**src/rtl/execute_muldiv_unit.sv**
```systemverilog
// Iterative unsigned multiply/divide unit for the execute stage.
// One product or quotient bit per cycle, with a fixed latency of WIDTH iterations.
module execute_muldiv_unit #(
  parameter int unsigned WIDTH = 32
) (
  input  logic             clk,
  input  logic             reset,
  input  logic             start,
  input  logic [1:0]       op,
  input  logic [WIDTH-1:0] operand_a,
  input  logic [WIDTH-1:0] operand_b,
  input  logic             flush,
  output logic             busy,
  output logic             stall,
  output logic             done,
  output logic [WIDTH-1:0] result
);

  localparam int unsigned CntW = (WIDTH > 1) ? $clog2(WIDTH) : 1;

  typedef enum logic [1:0] {StIdle, StMul, StDiv, StDone} state_e;

  state_e             state_q, state_d;
  logic [CntW-1:0]    cnt_q, cnt_d;
  // Upper half: partial product / remainder; lower half: multiplier / quotient.
  logic [2*WIDTH-1:0] acc_q, acc_d;
  logic [WIDTH-1:0]   opnd_q, opnd_d;
  logic               sel_hi_q, sel_hi_d;
  logic [WIDTH-1:0]   result_q, result_d;

  logic               accept;
  logic [WIDTH:0]     mul_sum;
  logic [WIDTH:0]     div_shift;
  logic [WIDTH:0]     div_diff;

  assign accept = start & ~flush & ((state_q == StIdle) | (state_q == StDone));
  assign busy   = (state_q == StMul) | (state_q == StDiv);
  assign stall  = busy | accept;
  assign done   = (state_q == StDone);
  assign result = result_q;

  always_comb begin
    mul_sum   = {1'b0, acc_q[2*WIDTH-1:WIDTH]} + (acc_q[0] ? {1'b0, opnd_q} : '0);
    div_shift = acc_q[2*WIDTH-1:WIDTH-1];
    div_diff  = div_shift - {1'b0, opnd_q};

    state_d  = state_q;
    cnt_d    = cnt_q;
    acc_d    = acc_q;
    opnd_d   = opnd_q;
    sel_hi_d = sel_hi_q;
    result_d = result_q;

    unique case (state_q)
      StIdle, StDone: begin
        state_d = StIdle;
        if (accept) begin
          state_d  = op[1] ? StDiv : StMul;
          cnt_d    = CntW'(WIDTH - 1);
          acc_d    = {{WIDTH{1'b0}}, (op[1] ? operand_a : operand_b)};
          opnd_d   = op[1] ? operand_b : operand_a;
          sel_hi_d = op[0];
        end
      end
      StMul: acc_d = {mul_sum, acc_q[WIDTH-1:1]};
      StDiv: begin
        // Restoring step: keep the trial difference only when it did not borrow.
        if (div_diff[WIDTH]) begin
          acc_d = {div_shift[WIDTH-1:0], acc_q[WIDTH-2:0], 1'b0};
        end else begin
          acc_d = {div_diff[WIDTH-1:0], acc_q[WIDTH-2:0], 1'b1};
        end
      end
    endcase

    if (busy) begin
      if (cnt_q == '0) begin
        state_d  = StDone;
        result_d = sel_hi_d ? acc_d[2*WIDTH-1:WIDTH] : acc_d[WIDTH-1:0];
      end else begin
        cnt_d = cnt_q - 1'b1;
      end
    end

    if (flush) begin
      state_d  = StIdle;
      cnt_d    = '0;
      result_d = result_q;
    end
  end

  always_ff @(posedge clk) begin
    if (reset) begin
      state_q  <= StIdle;
      cnt_q    <= '0;
      acc_q    <= '0;
      opnd_q   <= '0;
      sel_hi_q <= 1'b0;
      result_q <= '0;
    end else begin
      state_q  <= state_d;
      cnt_q    <= cnt_d;
      acc_q    <= acc_d;
      opnd_q   <= opnd_d;
      sel_hi_q <= sel_hi_d;
      result_q <= result_d;
    end
  end

endmodule

```
**config.mk**
```make
export PLATFORM = sky130hd
export DESIGN_NAME = execute_muldiv_unit
export DESIGN_NICKNAME = d
export VERILOG_FILES = /design/src/rtl/execute_muldiv_unit.sv
export SDC_FILE = /design/constraint.sdc
export NUM_CORES = 1
export LEC_CHECK = 0
export ABC_CLOCK_PERIOD_IN_PS = 3000
export CAP_MARGIN = 0
export CORE_UTILIZATION = 53
export CTS_CLUSTER_SIZE = 24
export DETAILED_ROUTE_END_ITERATION = 8
export PLACE_DENSITY_LB_ADDON = 0.12
export SLEW_MARGIN = 20
export SYNTH_ARGS = -nofsm -noshare
export SYNTH_HDL_FRONTEND = slang
export SYNTH_SLANG_ARGS = --single-unit
export TNS_END_PERCENT = 5
```
**constraint.sdc**
```tcl
create_clock -name clk -period 3 [get_ports clk]
set_input_delay 0.6 -clock clk [delete_from_list [all_inputs] [get_ports clk]]
set_output_delay 0.6 -clock clk [all_outputs]
set_load 0.05 [all_outputs]
```
==> metrics.cfg <==
[placement]
io_buffers = 104
dp_slack_ps = -341
dp.cells = 1836
place_congestion = 0.985
hpwlAfterDp_um = 29200

[setup_path]
critPathArrivalTime_ps = 3540
required_ps = 3330
crit_type = reg -> reg
startpoint_type = flop
crit_path_end_kind = flop
r2r-end = result[21]
reg2reg_setup_slack_ps = -210
r2r_cells = 14
cp_max_fo = 5
r2r-start = acc_q[31]

[sta]
rsz0062_at_grt = true
hold_viol = 0
skew_ps = 7.06
fin_crit_sh_pct = 107
final-setup-viol-count = 41
fin_ws_ps = -208
fmax_mhz = 312
worst_pin_slew_ps = 795
setup_tns_ps = -4050
drv_slew = 0
fin_hold_ws_ps = 496
fin_crit_ps = 3210
relSlewSlack_pct = 45.9

[final_layout]
final_nets = 1743
antenna-diode-count = 0
layout.cells.non_filler = 1881
syn_to_final_growth_pct = 37.1
fill_cells = 1541
drive_gt1_share_pct = 23.1
post-route-util_pct = 74.5

[drt]
dr.first_iter.drc_count = 1066
dr.pass1.iters = 8
vias = 11922
viasPerCell = 6.34
drcViolationCount = 0
wl_um = 39500
wl_per_cell_um = 21.0
ant_nets = 0

[die]
die_area_um2 = 20700
die_h_um = 144
coreArea_um2 = 19600
start_util_pct = 54.3
die_w_um = 144
ios = 105
rows = 51

[yosys]
yosysWarnings = 0
postSynthCellCount = 1359
ys_seq_area_share_pct = 25.6
synth.avg_cell_area_um2 = 7.83
yosysUniqueCellTypes = 82
synth-seq-cells = 136
synth_edf_count = 0
netlist_area_um2 = 10600
synth_flop_cell = dfxtp_1
async_flop_share_pct = 0
synthesis.nets = 1499

[clocking]
clkTransAtPathRegs_ps = 60
root_buffer = clkbuf_16
htreeDepth = 4
clock_path_buffers = 2
cts_made_buffers = 17
cts_tree = built
clk-insertion-delay-late_ps = 430
cts.sinks = 136
holdBufCountCts = 0

[min_path]
min_path_type = reg -> reg
hold_end = cnt_q[0]
hold_start = cnt_q[0]
hold_path_depth = 1

[run_status]
violations = negative setup slack
status = complete, but fails checks

[global_route]
antenna_found_initial = 0
grt_pass1_wl_um = 59200
use_met3_pct = 9.90
met2_usage_pct = 54.4
grt_pass1_vias = 10767
grt_overflow = 0
grt_use_total_pct = 38.0
top_usage_layer = met1
met1_usage_pct = 55.0
grt_max_degree = 98

[power]
p_leak_nw = 6.12
vdd_drop_max_mv = 0.430
powerDensity_nw_per_um2 = 434

[job]
cap_violations = 0

==> per-stage QoR <==
step / instance area, um^2 / total power [W]
after floorplan: 10700 / 0.00312
after global placement: 13300 / 0.00393
after detailed placement: 13300 / 0.00395
after CTS: 14200 / 0.00621
after global routing: 14600 / 0.00656
final: 14600 / 0.00634
==> cell usage after synthesis, types with 21 or more instances <==
cell,count,area [um^2]
a31oi_1,33,206
a21o_1,27,203
a221oi_1,36,315
o31ai_1,29,218
a311oi_1,33,289
xnor2_1,29,254
a211oi_1,46,345
clkbuf_1,72,270
mux2i_1,70,701
inv_1,53,199
a21oi_1,123,616
o21ai_0,67,335
ha_1,68,851
o211ai_1,21,158
nand3_1,38,190
nor3_1,35,175
and3_1,24,150
and2_1,39,244
dfxtp_1,136,2720
xor2_1,23,201
nand2_1,82,308
nor2_1,113,424
==> cells in the final DEF (no fill, tap or decap), types with 30 or more instances in the layout <==
cell type | netlist | layout
buf_4 | 0 | 213
dfxtp_1 | 136 | 126
a21oi_1 | 123 | 114
nor2_1 | 113 | 112
clkdlybuf4s50_1 | 0 | 100
nand2_1 | 82 | 82
mux2i_1 | 70 | 69
o21ai_0 | 67 | 61
ha_1 | 68 | 52
inv_1 | 53 | 48
a211oi_1 | 46 | 44
and2_1 | 39 | 39
nand3_1 | 38 | 36
a221oi_1 | 36 | 31
a311oi_1 | 33 | 31
nor3_1 | 35 | 30
==> registers in the layout (all words and copies together) (netlist names) <==
| signal | count |
|---|---|
| acc_q | 64 |
| cnt_q | 5 |
| opnd_q | 32 |
| result | 32 |
| sel_hi_q | 1 |
| state_q | 2 |
==> per-layer routing <==
| metal | wire length, um | vias up |
|---|---|---|
| met3 | 4690 | 57 |
| met1 | 17600 | 5587 |
| met5 | 0 | - |
| met4 | 773 | 0 |
| met2 | 16500 | 649 |
| li1 | - | 5629 |
==> where the power goes <==
group | internal, W | switching (W)
clock network | 0.00125 | 0.000917
registers | 0.00192 | 0.000108
logic | 0.000961 | 0.00118
==> cell type report <==
cell class,count,area [um^2],share of cell area (%)
multi-input combinational,1072,7950,54.5
timing repair buffer,323,2780,19.0
sequential,136,2740,18.8
clock buffer,18,429,2.94
tap,265,332,2.27
inverter,53,199,1.36
clock inverter,14,161,1.11
==> worst max-delay path, stage by stage (launching register included) <==
cell       delay [ps]
dfxtp_2           330
inv_2              60
ha_4              130
inv_2              40
fa_2              380
a211oi_4          260
o21ai_4           100
o2111ai_4         260
a211oi_4          110
o21a_1            240
or3_4             400
mux2_4            340
a22oi_4           180
a221oi_2           80
a31o_1            190
==> cells by family after synthesis <==
logic type / synth area share (%)
multiplexers: 6.83
adder cells (fa/ha/maj): 8.37
AND/OR/NAND/NOR: 17.7
AO/OA/AOI/OAI: 31.7
XOR/XNOR: 4.28
flip-flops: 25.6
buffers and inverters: 5.52
==> what timing repair did <==
item,CTS,global route
hold endpoints to repair,0,0
endpoints found under the setup margin,65,65
resized for setup,49,58
setup buffers,10,3
pin swaps,28,27
cloned,0,0
==> worst max path at each step <==
stage	startpoint	to	slack, ps	cells past startpoint
global placement	acc_q[31]	acc_q[58]	-280	13
finish	acc_q[31]	result[21]	-210	14
global route	acc_q[31]	result[21]	-290	14
detailed placement	opnd_q[1]	result[25]	-340	12
floorplan	acc_q[31]	result[21]	-80	14
CTS	acc_q[31]	result[21]	-170	14
(Power assumes the default switching activity.)
